$ cat src/rtl/ccff_loader.sv
// ccff_loader: streams host bitstream words, LSB first, into a serial
// configuration flip-flop chain of CHAIN_LEN bits.
//
// Ports:
//   prog_clk   programming clock
//   pReset_n   asynchronous active-low reset
//   start      begins a load (honoured only in IDLE)
//   abort      terminates a load in progress (LOAD/SHIFT)
//   s_data     bitstream word, bit 0 shifted first
//   s_valid    s_data valid
//   s_ready    loader accepts s_data this cycle (LOAD only)
//   ccff_head  serial bit into the chain head
//   ccff_tail  serial bit returned from the chain tail
//   shift_en   chain clock enable; the chain shifts on every edge where it is 1
//   busy       load in progress (LOAD/SHIFT)
//   done       one-cycle pulse after the last bit has shifted
//   crc_out    CRC-16-CCITT of the tail stream (only with CCFF_LOADER_CRC_EN)
//
// Build option: define CCFF_LOADER_CRC_EN to add crc_out and its logic.
module ccff_loader #(
    parameter int unsigned CHAIN_LEN = 36,
    parameter int unsigned WORD_W    = 8,
    parameter int unsigned CNT_W     = 16
) (
    input  logic              prog_clk,
    input  logic              pReset_n,
    input  logic              start,
    input  logic              abort,
    input  logic [WORD_W-1:0] s_data,
    input  logic              s_valid,
    output logic              s_ready,
    output logic              ccff_head,
    input  logic              ccff_tail,
    output logic              shift_en,
    output logic              busy,
    output logic              done
`ifdef CCFF_LOADER_CRC_EN
    ,
    output logic [15:0]       crc_out
`endif
);

    localparam int unsigned WCNT_W = $clog2(WORD_W + 1);
    localparam logic [CNT_W-1:0]  LAST_TOTAL = CNT_W'(CHAIN_LEN);
    localparam logic [WCNT_W-1:0] LAST_WORD  = WCNT_W'(WORD_W);

    typedef enum logic [1:0] {
        ST_IDLE  = 2'd0,
        ST_LOAD  = 2'd1,
        ST_SHIFT = 2'd2,
        ST_DONE  = 2'd3
    } state_t;

    state_t              r_state;
    state_t              w_state_n;
    logic [WORD_W-1:0]   r_sr;
    logic [WORD_W-1:0]   w_sr_n;
    logic [CNT_W-1:0]    r_total;
    logic [CNT_W-1:0]    w_total_n;
    logic [CNT_W-1:0]    w_total_inc;
    logic [WCNT_W-1:0]   r_wcnt;
    logic [WCNT_W-1:0]   w_wcnt_n;
    logic [WCNT_W-1:0]   w_wcnt_inc;
    logic                w_start_acc;

    logic                r_s_ready;
    logic                r_ccff_head;
    logic                r_shift_en;
    logic                r_busy;
    logic                r_done;

    assign w_total_inc = r_total + CNT_W'(1);
    assign w_wcnt_inc  = r_wcnt + WCNT_W'(1);

    // Next-state, shift register and counter update
    always_comb begin
        w_state_n   = r_state;
        w_sr_n      = r_sr;
        w_total_n   = r_total;
        w_wcnt_n    = r_wcnt;
        w_start_acc = 1'b0;
        case (r_state)
            ST_IDLE: begin
                if (start) begin
                    w_start_acc = 1'b1;
                    w_total_n   = '0;
                    w_state_n   = ST_LOAD;
                end
            end
            ST_LOAD: begin
                if (abort) begin
                    w_state_n = ST_IDLE;
                end else if (s_valid && r_s_ready) begin
                    w_sr_n    = s_data;
                    w_wcnt_n  = '0;
                    w_state_n = ST_SHIFT;
                end
            end
            ST_SHIFT: begin
                if (abort) begin
                    w_state_n = ST_IDLE;
                end else begin
                    w_sr_n    = r_sr >> 1;
                    w_total_n = w_total_inc;
                    w_wcnt_n  = w_wcnt_inc;
                    // Chain end wins over word end: surplus word bits are dropped
                    if (w_total_inc == LAST_TOTAL) begin
                        w_state_n = ST_DONE;
                    end else if (w_wcnt_inc == LAST_WORD) begin
                        w_state_n = ST_LOAD;
                    end
                end
            end
            ST_DONE: begin
                w_state_n = ST_IDLE;
            end
            default: begin
                w_state_n = ST_IDLE;
            end
        endcase
    end

    // State/data registers; outputs are registered decodes of the next state
    always_ff @(posedge prog_clk or negedge pReset_n) begin
        if (!pReset_n) begin
            r_state     <= ST_IDLE;
            r_sr        <= '0;
            r_total     <= '0;
            r_wcnt      <= '0;
            r_s_ready   <= 1'b0;
            r_ccff_head <= 1'b0;
            r_shift_en  <= 1'b0;
            r_busy      <= 1'b0;
            r_done      <= 1'b0;
        end else begin
            r_state     <= w_state_n;
            r_sr        <= w_sr_n;
            r_total     <= w_total_n;
            r_wcnt      <= w_wcnt_n;
            r_s_ready   <= (w_state_n == ST_LOAD);
            r_ccff_head <= (w_state_n == ST_SHIFT) && w_sr_n[0];
            r_shift_en  <= (w_state_n == ST_SHIFT);
            r_busy      <= (w_state_n == ST_LOAD) || (w_state_n == ST_SHIFT);
            r_done      <= (w_state_n == ST_DONE);
        end
    end

    assign s_ready   = r_s_ready;
    assign ccff_head = r_ccff_head;
    assign shift_en  = r_shift_en;
    assign busy      = r_busy;
    assign done      = r_done;

`ifdef CCFF_LOADER_CRC_EN
    logic [15:0] r_crc;
    logic        w_crc_fb;

    assign w_crc_fb = r_crc[15] ^ ccff_tail;

    // Bit-serial CRC-16-CCITT over the bits leaving the chain tail
    always_ff @(posedge prog_clk or negedge pReset_n) begin
        if (!pReset_n) begin
            r_crc <= 16'hFFFF;
        end else if (w_start_acc) begin
            r_crc <= 16'hFFFF;
        end else if (r_shift_en) begin
            r_crc <= {r_crc[14:0], 1'b0} ^ (w_crc_fb ? 16'h1021 : 16'h0000);
        end
    end

    assign crc_out = r_crc;
`else
    logic w_unused_tail;
    assign w_unused_tail = ccff_tail ^ w_start_acc;
`endif

endmodule

$ cat config.mk
export PLATFORM = sky130hd
export DESIGN_NAME = ccff_loader
export DESIGN_NICKNAME = d
export VERILOG_FILES = /design/src/rtl/ccff_loader.sv
export SDC_FILE = /design/constraint.sdc
export NUM_CORES = 1
export LEC_CHECK = 0
export CORE_MARGIN = 1.5
export CORE_UTILIZATION = 45
export CTS_CLUSTER_DIAMETER = 30
export DETAILED_ROUTE_END_ITERATION = 7
export GPL_ROUTABILITY_DRIVEN = 0
export MAX_ROUTING_LAYER = met4
export PLACE_DENSITY = 0.77
export SLEW_MARGIN = 20
export SYNTH_ARGS = -nofsm -noshare
export SYNTH_HDL_FRONTEND = slang
export SYNTH_SLANG_ARGS = --single-unit
$ cat constraint.sdc
create_clock -name prog_clk -period 2.3 [get_ports prog_clk]
set_input_delay 0.69 -clock prog_clk [delete_from_list [all_inputs] [get_ports prog_clk]]
set_output_delay 0.69 -clock prog_clk [all_outputs]
set_load 0.005 [all_outputs]
==> metrics.md, run 1 <==
| Metric | Value |
|---|---|
| CTS tree | `yes` |
| Final #Nets | `~300` |
| Synthesized area per cell | `8.97 µm²` |
| Core Box Area | `4350 µm²` |
| Largest delay share family, worst path | `buffers and inverters` |
| Crit-path slowest cell | `dfrtp_1` |
| Commonest cells post-synth | `o21ai_0, dfrtp_1, nand2_1` |
| Non-filler instance count after layout | `around 340` |
| Placed Instances | `325` |
| Leakage | `approximately 1.2 nW` |
| GRT overflow | `0` |
| Share of the synthesized area in the top cell type | `a little over two fifths` |
| Crit path buf inv count | `4` |
| Max H-tree Level | `2` |
| Clock Root Buffer | `clkbuf_8` |
| Clock Path Buffers | `2` |
| Startpoint types | `register` |
| Power per Cell Area | `approximately 610 nW/µm²` |
| Yosys reg bits | `35` |
| Post-Route Utilization | `63.2%` |
| Status | `finished, final reports clean` |
| Die Area | `between 4000 and 5000 µm²` |
| DR vias | `about 1900` |
| Dominant cell by count in the synthesized netlist | `o21ai_0` |
| Mapped cell area | `roughly 2000 µm²` |
| Post-Syn Nets | `between 200 and 300` |
| Slew headroom | `between 60% and 70%` |
| Die height | `a little over 70 µm` |
| Pins Over Slew Limit | `0` |
| Worst setup EP type | `register` |
| All-Layer GR Usage | `between 20% and 30%` |
| Initial antenna violation count | `0` |
| Final Hold Fails | `0` |
| Final HPWL DP | `3330 µm` |
| Asr flop ratio synth | `100%` |
| Mapped Cells | `about 230` |
| Crit path time final | `around 2.3 ns` |
| Ant diodes | `0` |
| Max Clock Freq | `between 0.4 and 0.5 GHz` |
| Hold-fix buffers, CTS | `0` |
| Post-synth EDFFs | `0` |
| Worst path cell trace | `buf_4, nand4_1, buf_4, buf_4, nor3_4, buf_4, a21o_1, a2111oi_4, o41a_1, ha_1` |
| Total CTS buffers | `5` |
| Slew @ Worst Pin | `between 0.5 and 0.6 ns` |
| Yosys top cell by area | `dfrtp_1` |
| HP Class | `reg2reg` |
| Io pins | `19` |
| Fillers | `342` |
| Clock Latency Late Sink | `a little under 0.3 ns` |
| Row count | `24` |
| Setup violators final | `0` |
| WS Path Type | `reg2reg` |
| Slowest stage delay, CP | `0.38 ns` |
| Max FO, Critical Path | `3` |
| Largest net degree at the start of global routing | `36` |
| Worst path most repeated cell | `buf_4` |
| Max-Cap Viols | `0` |
| Worst EP required | `approximately 2.5 ns` |
| CP Data Arrival Time | `roughly 2.5 ns` |
| Vias in the first global route | `1880` |
| Detail Route Antenna Nets | `0` |
| DRT Pass-1 Iters | `4` |
| Setup Skew | `~0.0045 ns` |
| First-pass GRT wire length | `about 8000 µm` |
| Share of layout cells above drive strength 1 | `23.9%` |
| Final critical-path share of the clock period | `between 90% and 100%` |
| Area contributors post-synth | `dfrtp_1, o21ai_0, nand2_1` |
| IO Port Bufs | `17` |
| Ys Warns | `0` |
| # DRC | `0` |
| Wirelength per Cell | `14.4 µm` |
| Max IR drop VDD | `0.000443 V` |
| Initial core utilization | `around 47%` |
| Die X | `70.4 µm` |
| Clock sinks | `35` |
| DR vias/cell | `about 5.8` |
| Setup TNS | `0 ns` |
| Total Wirelength | `4850 µm` |
| Area Growth Syn to Fin | `34.6%` |
| Netlist cell types | `46` |
| Top FF cell, synth | `dfrtp_1` |
| Sequential cell area fraction in the yosys report | `a little over two fifths` |
| RSZ-0062 raised after global routing | `yes` |
| Iter 0 DRT Violations | `131` |
| Clock-pin slew on the worst setup and hold paths | `0.07 ns` |
## where the power goes
part | switching [mW] | internal (mW) | total [mW]
clock network | 0.222 | 0.273 | 0.495
logic | 0.267 | 0.221 | 0.488
registers | 0.0400 | 0.666 | 0.706
total | 0.529 | 1.16 | 1.69
## worst register-to-register path, cell delays in order, from the launching register on
cell       delay [ns]
dfrtp_1          0.38
buf_4            0.14
nand4_1          0.13
buf_4            0.19
buf_4            0.15
nor3_4           0.18
buf_4            0.16
a21o_1           0.16
a2111oi_4        0.09
o41a_1           0.37
ha_1             0.23
## placed cells by master, fill, tap and decap left out, types with 3 or more instances in the layout
master	count
buf_4	41
o21ai_0	35
dfrtp_1	35
nand2_1	29
clkdlybuf4s50_1	17
nor2_1	15
nand3_1	10
a22o_1	7
ha_1	7
clkbuf_8	7
inv_1	6
a21oi_1	6
a22oi_1	6
o31ai_1	4
nand2b_1	4
nand4_1	3
a21o_1	3
and3_1	3
a31oi_1	3
## area by class of cell
cell class / instances / area (µm²) / share of cell area (%)
repair buffers: 60 / 518 / 18.8
well taps: 52 / 65.1 / 2.36
inverters: 6 / 22.5 / 0.818
clock buffers: 8 / 100 / 3.64
multi-input cells: 175 / 1170 / 42.5
flip-flops and latches: 35 / 876 / 31.8
## state kept, by name (all words and copies together), names as in the netlist, 2 cells and up
| name | flops |
|---|---|
| r_total | 16 |
| r_state | 2 |
| r_sr | 8 |
| r_wcnt | 4 |
## worst paths after layout
check / cells past startpoint / slack, ns / endpoint / startpoint
setup / recovery: 10 / 0.02 / done / r_total[5]
hold / removal: 2 / 0.49 / r_sr[6] / r_sr[6]
setup reg to reg: 10 / 0.02 / done / r_total[5]
hold reg to reg: 2 / 0.49 / r_sr[6] / r_sr[6]
max in group asynchronous: 2 / 1.18 / r_wcnt[3] / pReset_n
min in group asynchronous: 2 / 0.81 / r_total[9] / pReset_n
## timing repair
action / 4_1_cts / 5_1_grt
gates resized for setup: 5 / 8
setup endpoints to repair: 4 / 5
setup buffers: 2 / 1
endpoints found under the hold margin: 0 / 0
pin swaps: 5 / 9
## per-stage QoR
step / instance area [µm²] / total power, mW / setup WS (ns) / hold slack [ns]
finish: 2750 / 1.69 / 0.0250 / 0.489
global route: 2750 / 1.79 / -0.0969 / 0.521
CTS: 2700 / 1.69 / -0.0162 / 0.493
detailed placement: 2560 / 1.19 / -0.101 / 0.478
global placement: 2560 / 1.18 / -0.0727 / 0.470
floorplan: 2050 / 0.980 / 0.00557 / 0.394
## metal layers
layer / up-vias / share of wire (%) / wire (µm) / global-route usage [%]
met5: - / 0 / 0 / -
met1: 938 / 44 / 2120 / 24.9
met2: 48 / 50 / 2430 / 33.9
li1: 944 / - / - / -
met3: 9 / 4.0 / 196 / 5.05
met4: 0 / 2.1 / 104 / 9.62
## logic make-up after synthesis
family	after synthesis	share of synthesized area (%)
adder cells (fa/ha/maj)	8	4.89
flip-flops	35	42.8
buffers and inverters	18	3.43
multiplexers	2	1.10
AO/OA/AOI/OAI	79	25.9
AND/OR/NAND/NOR	84	21.0
XOR/XNOR	2	0.856
(Power assumes the default switching activity.)
==> inputs of run 2 (changes only) <==
--- a/config.mk
+++ b/config.mk
@@ -12,6 +12,7 @@
 export GPL_ROUTABILITY_DRIVEN = 0
 export MAX_ROUTING_LAYER = met4
 export PLACE_DENSITY = 0.77
+export SKIP_LAST_GASP = 1
 export SLEW_MARGIN = 20
 export SYNTH_ARGS = -nofsm -noshare
 export SYNTH_HDL_FRONTEND = slang
==> results of run 2 <==
Same layout as run 1: the final DEF is identical, and so are final timing and power.
